**src/rtl/aes_pkg.sv**
```systemverilog
// Shared AES constants, types and GF(2^8) helpers for the cipher datapath.
package aes_pkg;

    localparam logic [7:0] GF_POLY      = 8'h1B;
    localparam logic [7:0] INV_AFFINE_C = 8'h05;

    typedef logic [15:0][7:0] aes_state_t;

    typedef enum logic [1:0] {
        IDLE,
        BUSY,
        DONE
    } fsm_state_t;

    function automatic logic [7:0] gf_mul(input logic [7:0] a, input logic [7:0] b);
        logic [7:0] p;
        logic [7:0] aa;
        p  = '0;
        aa = a;
        for (int unsigned i = 0; i < 8; i++) begin
            if (b[i]) p = p ^ aa;
            aa = {aa[6:0], 1'b0} ^ (aa[7] ? GF_POLY : 8'h00);
        end
        return p;
    endfunction

endpackage

```
**src/rtl/inv_sbox.sv**
```systemverilog
// Combinational AES inverse S-box: inverse affine, then GF(2^8) inversion
// computed as x^254 (which also maps 0 to 0).
module inv_sbox
    import aes_pkg::*;
(
    input  logic [7:0] in_byte,
    output logic [7:0] out_byte
);

    logic [7:0] t;
    logic [7:0] x3, x7, x15, x31, x63, x127;

    always_comb begin
        t = {in_byte[6:0], in_byte[7]}
          ^ {in_byte[4:0], in_byte[7:5]}
          ^ {in_byte[1:0], in_byte[7:2]}
          ^ INV_AFFINE_C;
    end

    // Addition chain: x^(2^k - 1) = (x^(2^(k-1) - 1))^2 * x, ending in x^254 = (x^127)^2.
    always_comb begin
        x3       = gf_mul(gf_mul(t, t), t);
        x7       = gf_mul(gf_mul(x3, x3), t);
        x15      = gf_mul(gf_mul(x7, x7), t);
        x31      = gf_mul(gf_mul(x15, x15), t);
        x63      = gf_mul(gf_mul(x31, x31), t);
        x127     = gf_mul(gf_mul(x63, x63), t);
        out_byte = gf_mul(x127, x127);
    end

endmodule

```
**src/rtl/inv_sub_bytes_seq.sv**
```systemverilog
// Iterative InvSubBytes engine: LANES inverse S-boxes sweep the 16-byte state
// over 16/LANES cycles between a valid/ready input and output handshake.
module inv_sub_bytes_seq
    import aes_pkg::*;
#(
    parameter int unsigned LANES = 4
) (
    input  logic         clk,
    input  logic         rst_n,
    input  logic         in_valid,
    output logic         in_ready,
    input  logic [127:0] in_state,
    output logic         out_valid,
    input  logic         out_ready,
    output logic [127:0] out_state,
    input  logic         abort,
    output logic         busy
);

    localparam int unsigned N     = 16 / LANES;
    localparam int unsigned CNT_W = (N > 1) ? $clog2(N) : 1;

    fsm_state_t       state_q, state_d;
    logic [CNT_W-1:0] cnt_q, cnt_d;
    aes_state_t       st_q, st_d;

    logic [7:0] lane_in  [LANES];
    logic [7:0] lane_out [LANES];

    always_comb begin
        for (int unsigned i = 0; i < LANES; i++) begin
            lane_in[i] = st_q[4'(32'(cnt_q) * LANES + i)];
        end
    end

    for (genvar g = 0; g < LANES; g++) begin : g_lane
        inv_sbox u_inv_sbox (
            .in_byte  (lane_in[g]),
            .out_byte (lane_out[g])
        );
    end

    always_ff @(posedge clk or negedge rst_n) begin
        if (!rst_n) begin
            state_q <= IDLE;
            cnt_q   <= '0;
            st_q    <= '0;
        end else begin
            state_q <= state_d;
            cnt_q   <= cnt_d;
            st_q    <= st_d;
        end
    end

    always_comb begin
        state_d = state_q;
        cnt_d   = cnt_q;
        st_d    = st_q;
        unique case (state_q)
            IDLE: begin
                if (!abort && in_valid) begin
                    st_d    = in_state;
                    cnt_d   = '0;
                    state_d = BUSY;
                end
            end
            BUSY: begin
                for (int unsigned i = 0; i < LANES; i++) begin
                    st_d[4'(32'(cnt_q) * LANES + i)] = lane_out[i];
                end
                if (cnt_q == CNT_W'(N - 1)) begin
                    cnt_d   = '0;
                    state_d = DONE;
                end else begin
                    cnt_d = cnt_q + 1'b1;
                end
            end
            DONE: begin
                if (out_ready) state_d = IDLE;
            end
            default: state_d = IDLE;
        endcase
        // Abort overrides every transition but keeps the partially processed data.
        if (abort) begin
            st_d    = (state_q == BUSY) ? st_q : st_d;
            state_d = IDLE;
            cnt_d   = '0;
        end
    end

    assign in_ready  = (state_q == IDLE);
    assign out_valid = (state_q == DONE);
    assign busy      = (state_q != IDLE);
    assign out_state = st_q;

endmodule
```
**config.mk**
```make
export PLATFORM = sky130hd
export DESIGN_NAME = inv_sub_bytes_seq
export DESIGN_NICKNAME = d
export VERILOG_FILES = /design/src/rtl/aes_pkg.sv /design/src/rtl/inv_sbox.sv /design/src/rtl/inv_sub_bytes_seq.sv
export SDC_FILE = /design/constraint.sdc
export NUM_CORES = 2
export LEC_CHECK = 0
export BUFFER_PORTS_ARGS = -buffer_cell sky130_fd_sc_hd__buf_4
export CELL_PAD_IN_SITES_DETAIL_PLACEMENT = 0
export CELL_PAD_IN_SITES_GLOBAL_PLACEMENT = 1
export CORE_MARGIN = 5
export CORE_UTILIZATION = 39
export CTS_CLUSTER_SIZE = 8
export DETAILED_ROUTE_END_ITERATION = 8
export PLACE_DENSITY_LB_ADDON = 0.1
export SETUP_SLACK_MARGIN = 0.2
export SLEW_MARGIN = 0
export SYNTH_ARGS = -nofsm -noshare
export SYNTH_HDL_FRONTEND = slang
export SYNTH_SLANG_ARGS = --single-unit
```
**constraint.sdc**
```tcl
create_clock -name clk -period 24.8 [get_ports clk]
set_input_delay 4.96 -clock clk [delete_from_list [all_inputs] [get_ports clk]]
set_output_delay 4.96 -clock clk [all_outputs]
set_load 0.01 [all_outputs]
```
# Word-level counts from Yosys, hierarchy flattened

Cells that the tools add are included.

Flip-flop bits (word level): 132
Input port bits: 133
Output and inout port bits: 131
Word-level logic and storage cells: 1601

Add/subtract/negate cells: 4
Magnitude comparators: 8
Eq/ne operators: 7
Muxes and demuxes: 813
Bitwise logic cells: 740
Reductions and logical operators: 11

Operator list:

| cell                                                                    | number |
|---|---|
| 8-bit XOR                                                               | 736 |
| 8-bit two-way mux                                                       | 424 |
| 5-bit two-way mux                                                       | 364 |
| 128-bit bitwise mux                                                     | 4 |
| 128-bit two-way mux                                                     | 3 |
| 128-bit one-hot mux with 2 select lines                                 | 1 |
| 8-bit binary-select mux with 4-bit select                               | 3 |
| 8-bit demux with 4-bit select                                           | 3 |
| 4-bit by 5-bit < comparator with 1-bit output, second input constant    | 4 |
| 8-bit binary-select mux with 2-bit select                               | 1 |
| 8-bit demux with 2-bit select                                           | 1 |
| 4-bit by 1-bit >= comparator with 1-bit output, second input constant   | 4 |
| 2-bit two-way mux                                                       | 7 |
| 4-bit by 2-bit adder with 4-bit output, second input constant           | 2 |
| 2-bit inverter                                                          | 4 |
| 3-bit by 1-bit inequality test with 1-bit output, second input constant | 2 |
| 2-bit one-hot mux with 3 select lines                                   | 1 |
| 1-bit logical AND                                                       | 5 |
| 4-bit by 1-bit adder with 4-bit output, second input constant           | 1 |
| 2-bit == test, second input constant                                    | 2 |
| 2-bit one-hot mux with 2 select lines                                   | 1 |
| 3-bit inequality test, second input constant                            | 1 |
| 3-bit AND reduction                                                     | 1 |
| 3-bit nonzero test                                                      | 1 |
| other kinds (7)                                                         | 7 |

# Logic depth before layout (Yosys ltp)

Depth in word-level cells: 219
Gate-level depth with buffers: 105
Gate-level depth less buffers: 86

# Hierarchy

Synthesis repeated with hierarchy kept, for this count alone.

Cells, all modules: 8540
Area total of the unflattened synthesis: 70343.7 µm²

Modules (own cells, without submodules):

| module            | instances | cells an instance | area an instance (µm²) | sequential area each (µm²) |
|---|---|---|---|---|
| inv_sbox          | 4         | 1945              | 15503.6                | 0.0 |
| inv_sub_bytes_seq | 1         | 760               | 8329.2                 | 3303.2 |

# Worst setup path before layout

No wires, ideal clock.

Path kind: reg2reg
From: reg cnt_q[0]
To: reg st_q, in the netlist out_state[53]
Setup time: 137 ps
Arrival time: 24803 ps
Required time: 24663 ps
Slack: -140 ps
Stages on the path, launching flop included: 99
Buffers on the path: 19
Clock period less this slack: 24940 ps
Path through: dfrtp_1 -> buf_6 -> buf_6 -> buf_6 -> buf_4 -> mux4_2 -> buf_2 -> xnor2_2 -> xor2_1 -> inv_1 -> buf_1 -> buf_1 -> clkbuf_1 -> clkbuf_1 -> clkbuf_1 -> ha_1 -> clkbuf_1 -> xnor2_1 -> (+63 left out) -> nor2_2 -> xnor2_1 -> clkbuf_1 -> a21oi_1 -> a31oi_1 -> xnor2_1 -> xnor2_1 -> xnor2_1 -> xnor2_1 -> xnor2_1 -> ha_1 -> xnor2_1 -> xor2_1 -> nor2_1 -> xnor2_1 -> nand3_1 -> o21ai_0 -> a21oi_1

Cells in the longest elaborated chain, start to end: 213
Elaborated cells on any way between the ends: 1549
Those cells by class: add/sub (3); order compare (6); mux (797); bitwise (740); reduce/logical (3)

Ends and longest elaborated chain:

| what                                                                                                       | line                                             | RTL |
|---|---|---|
| from (decl)                                                                                                | inv_sub_bytes_seq.sv:24                          | `logic [CNT_W-1:0] cnt_q, cnt_d;` |
| from (signal assigned)                                                                                     | inv_sub_bytes_seq.sv:50                          | `cnt_q <= cnt_d;` |
| 4-bit by 1-bit adder with 4-bit output / 8-bit binary-select mux with 2-bit select (equally long branches) | inv_sub_bytes_seq.sv:32, inv_sub_bytes_seq.sv:69 |  |
| 8-bit binary-select mux with 4-bit select / 8-bit two-way mux (equally long branches)                      | inv_sub_bytes_seq.sv:32                          | `lane_in[i] = st_q[4'(32'(cnt_q) * LANES + i)];` |
| 8-bit two-way mux (not written as such) / 8-bit XOR (equally long branches)                                | inv_sub_bytes_seq.sv:32, inv_sbox.sv:15          |  |
| 8-bit XOR, on equally long branches                                                                        | inv_sbox.sv:15, inv_sbox.sv:16                   |  |
| 8-bit XOR / 2-bit inverter (equally long branches)                                                         | -                                                |  |
| 2-bit inverter (no line) / 8-bit two-way mux (equally long branches)                                       | -                                                |  |
| 8-bit two-way mux / 8-bit XOR (equally long branches)                                                      | aes_pkg.sv:21                                    | `if (b[i]) p = p ^ aa;` |
| 8-bit XOR / 8-bit two-way mux (equally long branches)                                                      | aes_pkg.sv:21                                    |  |
| (+196 left out)                                                                                            | -                                                |  |
| 8-bit two-way mux / 8-bit XOR (equally long branches)                                                      | aes_pkg.sv:21                                    |  |
| 8-bit XOR / 8-bit two-way mux (equally long branches)                                                      | aes_pkg.sv:21                                    |  |
| 8-bit two-way mux / 128-bit bitwise mux (equally long branches)                                            | aes_pkg.sv:21, inv_sub_bytes_seq.sv:69           |  |
| 128-bit bitwise mux (2 in series)                                                                          | inv_sub_bytes_seq.sv:69                          | `st_d[4'(32'(cnt_q) * LANES + i)] = lane_out[i];` |
| 128-bit bitwise mux (*)                                                                                    | inv_sub_bytes_seq.sv:69                          |  |
| 128-bit one-hot mux with 2 select lines (*)                                                                | inv_sub_bytes_seq.sv:59                          | `unique case (state_q)` |
| 128-bit two-way mux                                                                                        | inv_sub_bytes_seq.sv:85                          | `st_d = (state_q == BUSY) ? st_q : st_d;` |
| 128-bit two-way mux (*)                                                                                    | inv_sub_bytes_seq.sv:84                          | `if (abort) begin` |
| to (signal assigned)                                                                                       | inv_sub_bytes_seq.sv:51                          | `st_q <= st_d;` |
| to (decl)                                                                                                  | inv_sub_bytes_seq.sv:25                          | `aes_state_t st_q, st_d;` |

Every way passes the cells marked *; elsewhere a longest branch is shown, timed or not. The select of a mux whose other input is x is not followed.
A chain may end at the register's enable or synchronous reset.

# Worst setup path after layout

From: reg cnt_q[0]
To: reg st_q, in the netlist out_state[108]

Cells in the longest elaborated chain, start to end: 213
Elaborated cells on any way between the ends: 1553
Those cells by class: add/sub (3); order compare (6); mux (801); bitwise (740); reduce/logical (3)

Ends and longest elaborated chain:

| what                                                                                                       | line |
|---|---|
| 4-bit by 1-bit adder with 4-bit output / 8-bit binary-select mux with 2-bit select (equally long branches) | inv_sub_bytes_seq.sv:32, inv_sub_bytes_seq.sv:69 |
| 8-bit binary-select mux with 4-bit select / 8-bit two-way mux (equally long branches)                      | inv_sub_bytes_seq.sv:32 |
| 8-bit two-way mux (not written as such) / 8-bit XOR (equally long branches)                                | inv_sub_bytes_seq.sv:32, inv_sbox.sv:15 |
| 8-bit XOR, on equally long branches                                                                        | inv_sbox.sv:15, inv_sbox.sv:16 |
| 8-bit XOR / 2-bit inverter (equally long branches)                                                         | - |
| 2-bit inverter (no line) / 8-bit two-way mux (equally long branches)                                       | - |
| 8-bit two-way mux / 8-bit XOR (equally long branches)                                                      | aes_pkg.sv:21 |
| 8-bit XOR / 8-bit two-way mux (equally long branches)                                                      | aes_pkg.sv:21 |
| (+196 left out)                                                                                            | - |
| 8-bit two-way mux / 8-bit XOR (equally long branches)                                                      | aes_pkg.sv:21 |
| 8-bit XOR / 8-bit two-way mux (equally long branches)                                                      | aes_pkg.sv:21 |
| 8-bit two-way mux / 128-bit bitwise mux (equally long branches)                                            | aes_pkg.sv:21, inv_sub_bytes_seq.sv:69 |
| 128-bit bitwise mux (2 in series)                                                                          | inv_sub_bytes_seq.sv:69 |
| 128-bit bitwise mux (*)                                                                                    | inv_sub_bytes_seq.sv:69 |
| 128-bit one-hot mux with 2 select lines (*)                                                                | inv_sub_bytes_seq.sv:59 |
| 128-bit two-way mux                                                                                        | inv_sub_bytes_seq.sv:85 |
| 128-bit two-way mux (*)                                                                                    | inv_sub_bytes_seq.sv:84 |

Marks and branches as above.

==> reports/results.tsv <==
stage	metric	value	unit
die	total die area	0.1626	sq mm
worst_setup_path	FF-to-FF Start	cnt_q[0]	
layout	final core utilization	43.62	%
die	Die Ht	403.2	microns
worst_setup_path	Arr. time, crit path	23.96	ns
sta	Setup Total Neg Slack	0	ns
yosys	Synth Net Count	7998	
detailed_routing	initial drt markers	4812	
sta	minimum clock period	23.54	ns
yosys	dominant synthesized flop cell	dfrtp_1	
detailed_routing	Total Wirelength	232600	microns
sta	Layout Skew	0.03083	ns
yosys	Post-Syn Instances	7834	
placed_design	GP Congestion	0.8724	
global_routing	gr usage total	27.21	%
detailed_routing	# DRC	0	
sta	Worst Tran Pin Value	1.300	ns
die	die width	403.2	microns
worst_setup_path	CP Launch Type	register	
detailed_routing	Via Count	56660	
clock_network	CTS buffer count	17	
layout	Area Overhead vs Synth	11.30	%
clock_network	clock sink total	132	
yosys	post-synth design cell area	0.06030	sq mm
outcome	status	completed	
die	Starting Density	39.19	%
run	max cap viols	0	
yosys	async set-reset flop share out of synthesis	100.0	%
yosys	Yosys warnings	0	
placed_design	# port buffers	263	
global_routing	global-route wire length before repair	349100	microns
clock_network	H-tree depth	4	
detailed_routing	Routed WL per cell	23.31	microns
sta	Max-slew headroom	12.71	%
clock_network	CTS tree	built	
worst_hold_path	hold path start	out_state[7]	
worst_hold_path	worst min path class	register to register	
placed_design	DP Area	0.06541	sq mm
layout	Final Instance Area	0.06712	sq mm
yosys	distinct cell type count after synthesis	106	
detailed_routing	Pre-Repair DR Iteration Count	6	
layout	Final nets	8082	
detailed_routing	DR vias/cell	5.679	
global_routing	initial antenna violation count	5	
die	CORE AREA	0.1539	sq mm
yosys	Mean Syn Cell Area	7.698	sq um
layout	fraction of layout cells with a size suffix above 1	14.18	%
worst_setup_path	CP max FO	49	
worst_setup_path	Worst setup EP type	register	
sta	RSZ-0062 raised after global routing	no	
sta	Fin. Hold Viols	0	
yosys	EDFF count, synth	0	
die	row count	144	
clock_network	Root Driver	clkbuf_16	
global_routing	largest net degree at the start of global routing	77	
global_routing	global route overflow	0	
clock_network	CTS Buffer Depth	2	
clock_network	hold buffers post-CTS	0	
sta	Final Max Tran Viols	0	
yosys	sequential share of the synthesized area	5.478	%
clock_network	Worst-path clk slew	0.08	ns
worst_setup_path	crit-path max cell delay	0.67	ns
worst_setup_path	Slowest-stage cell, CP	mux4_2	
die	I/O pins	264	
placed_design	placed instance count	9906	
worst_setup_path	worst setup path start	cnt_q[0]	
global_routing	vias in the first global route	53670	
placed_design	Post-DP HPWL	170100	microns
detailed_routing	number of nets still failing antenna checks after routing	0	
sta	final setup vio count	0	
worst_setup_path	worst path required time	25.22	ns
sta	fin crit share	94.91	%
layout	non-filler cells in the finished layout	9977	
sta	fmax	42.48	MHz
yosys	Yosys reg bits	132	
worst_setup_path	critical path class	register to register	
worst_setup_path	most frequent CP cell	xnor3_1	
clock_network	worst-skew pair later-pin latency	0.52	ns
-- cells in the mapped netlist (26+ instances only) --
master / number / area (sq um)
clkbuf_1: 385 / 1445
nand4_1: 31 / 193.9
o211ai_1: 26 / 195.2
mux2i_1: 228 / 2282
nor2b_1: 53 / 331.6
o22ai_1: 137 / 857.1
nand2_1: 883 / 3314
xnor2_2: 63 / 1025
and3_1: 51 / 319.1
inv_1: 75 / 281.5
nor3_1: 166 / 830.8
buf_2: 121 / 605.6
a221oi_1: 33 / 289.0
ha_1: 31 / 387.9
xnor2_1: 1473 / 12900
o21ai_1: 44 / 220.2
a211oi_1: 56 / 420.4
a21oi_1: 381 / 1907
buf_1: 60 / 225.2
a222oi_1: 27 / 270.3
a31oi_1: 67 / 419.2
xor2_2: 32 / 520.5
mux2_2: 32 / 360.4
and2_1: 39 / 244.0
dfrtp_1: 132 / 3303
xnor3_1: 361 / 8130
a22oi_1: 102 / 765.7
o21ai_0: 327 / 1637
nand2b_1: 43 / 269.0
o221ai_1: 30 / 262.8
nand3_1: 177 / 885.9
mux4_2: 35 / 788.3
buf_4: 28 / 210.2
xor2_1: 537 / 4703
xor3_1: 62 / 1474
nor2_1: 1076 / 4039
-- state kept, by name (all words and copies together) (netlist names) --
name       flops
state_q        2
out_state    128
cnt_q          2
-- layer usage --
layer	track usage (%)	vias up	wire length, microns
li1	-	27030	-
met1	39.83	27610	108500
met2	42.94	1825	104100
met3	3.523	195	15060
met4	5.519	0	4908
met5	0	-	0
-- repair_timing --
item	CTS	global route
gates resized for setup	22	107
pin swaps	0	13
setup buffers	0	35
endpoints found under the setup margin	77	128
gates cloned	0	2
-- cells in the final DEF, fill, tap and decap left out, types with 35 or more instances in the layout --
master / Yosys / final
nor2b_1: 53 / 50
dfrtp_1: 132 / 130
nor3_1: 166 / 165
and3_1: 51 / 51
mux2i_1: 228 / 228
a211oi_1: 56 / 56
xnor3_1: 361 / 317
xnor2_1: 1473 / 1409
a31oi_1: 67 / 67
inv_1: 75 / 73
a22oi_1: 102 / 102
xor2_1: 537 / 512
nand3_1: 177 / 177
xor3_1: 62 / 50
xor2_2: 32 / 50
o22ai_1: 137 / 137
buf_4: 28 / 655
mux4_2: 35 / 35
nand2b_1: 43 / 42
o21ai_1: 44 / 44
a21oi_1: 381 / 378
xnor2_2: 63 / 115
o21ai_0: 327 / 323
and2_1: 39 / 40
nor2_1: 1076 / 1072
nand2_1: 883 / 881
xnor3_2: 16 / 57
-- worst paths after layout --
kind / to / slack, ns / cells after the start
worst max-delay path: out_state[108] / 1.26 / 72
worst min-delay path: out_state[7] / 0.53 / 2
worst max register to register: out_state[108] / 1.26 / 72
worst min register to register: out_state[7] / 0.53 / 2
max in group asynchronous: cnt_q[0] / 18.85 / 2
min in group asynchronous: out_state[19] / 4.40 / 1
-- critical path, delay by kind of cell (launching register included) --
kind                       cells  cell delay (ns)
adders and majority gates      1             0.31
AOI/OAI and AO/OA             17             4.78
muxes                          1             0.67
and+or+nand+nor               11             1.74
xor gates and xnor gates      35            13.72
buffers and inverters          7             1.64
DFF                            1             0.43
-- area by class of cell --
class	count	area [sq um]
fillers	15740	86750
repair buffers	662	5030
flip-flops and latches	132	3311
diodes	2	5.005
inverters	92	349.1
multi-input cells	7013	55280
clock inverters	13	136.4
well taps	2044	2557
clock buffers	19	442.9
-- cells by family after synthesis --
kind of cell | share of synthesized area [%]
AO/OA/AOI/OAI | 15.74
XOR/XNOR | 48.80
adder cells (fa/ha/maj) | 0.7262
buffers and inverters | 4.789
flip-flops | 5.478
multiplexers | 5.708
AND/OR/NAND/NOR | 18.76
-- metrics by stage --
stage	setup WS (ns)	hold WS, ns
final	1.261	0.5272
after global routing	0.1464	0.5575
after CTS	0.2061	0.5229
after detailed placement	-0.8259	0.5151
after global placement	-0.6736	0.5035
after floorplan	0.2061	0.5127
Power is left out: the tool's default activity adds up to more than one toggle a clock period on the data nets, which glitch-free logic cannot reach.
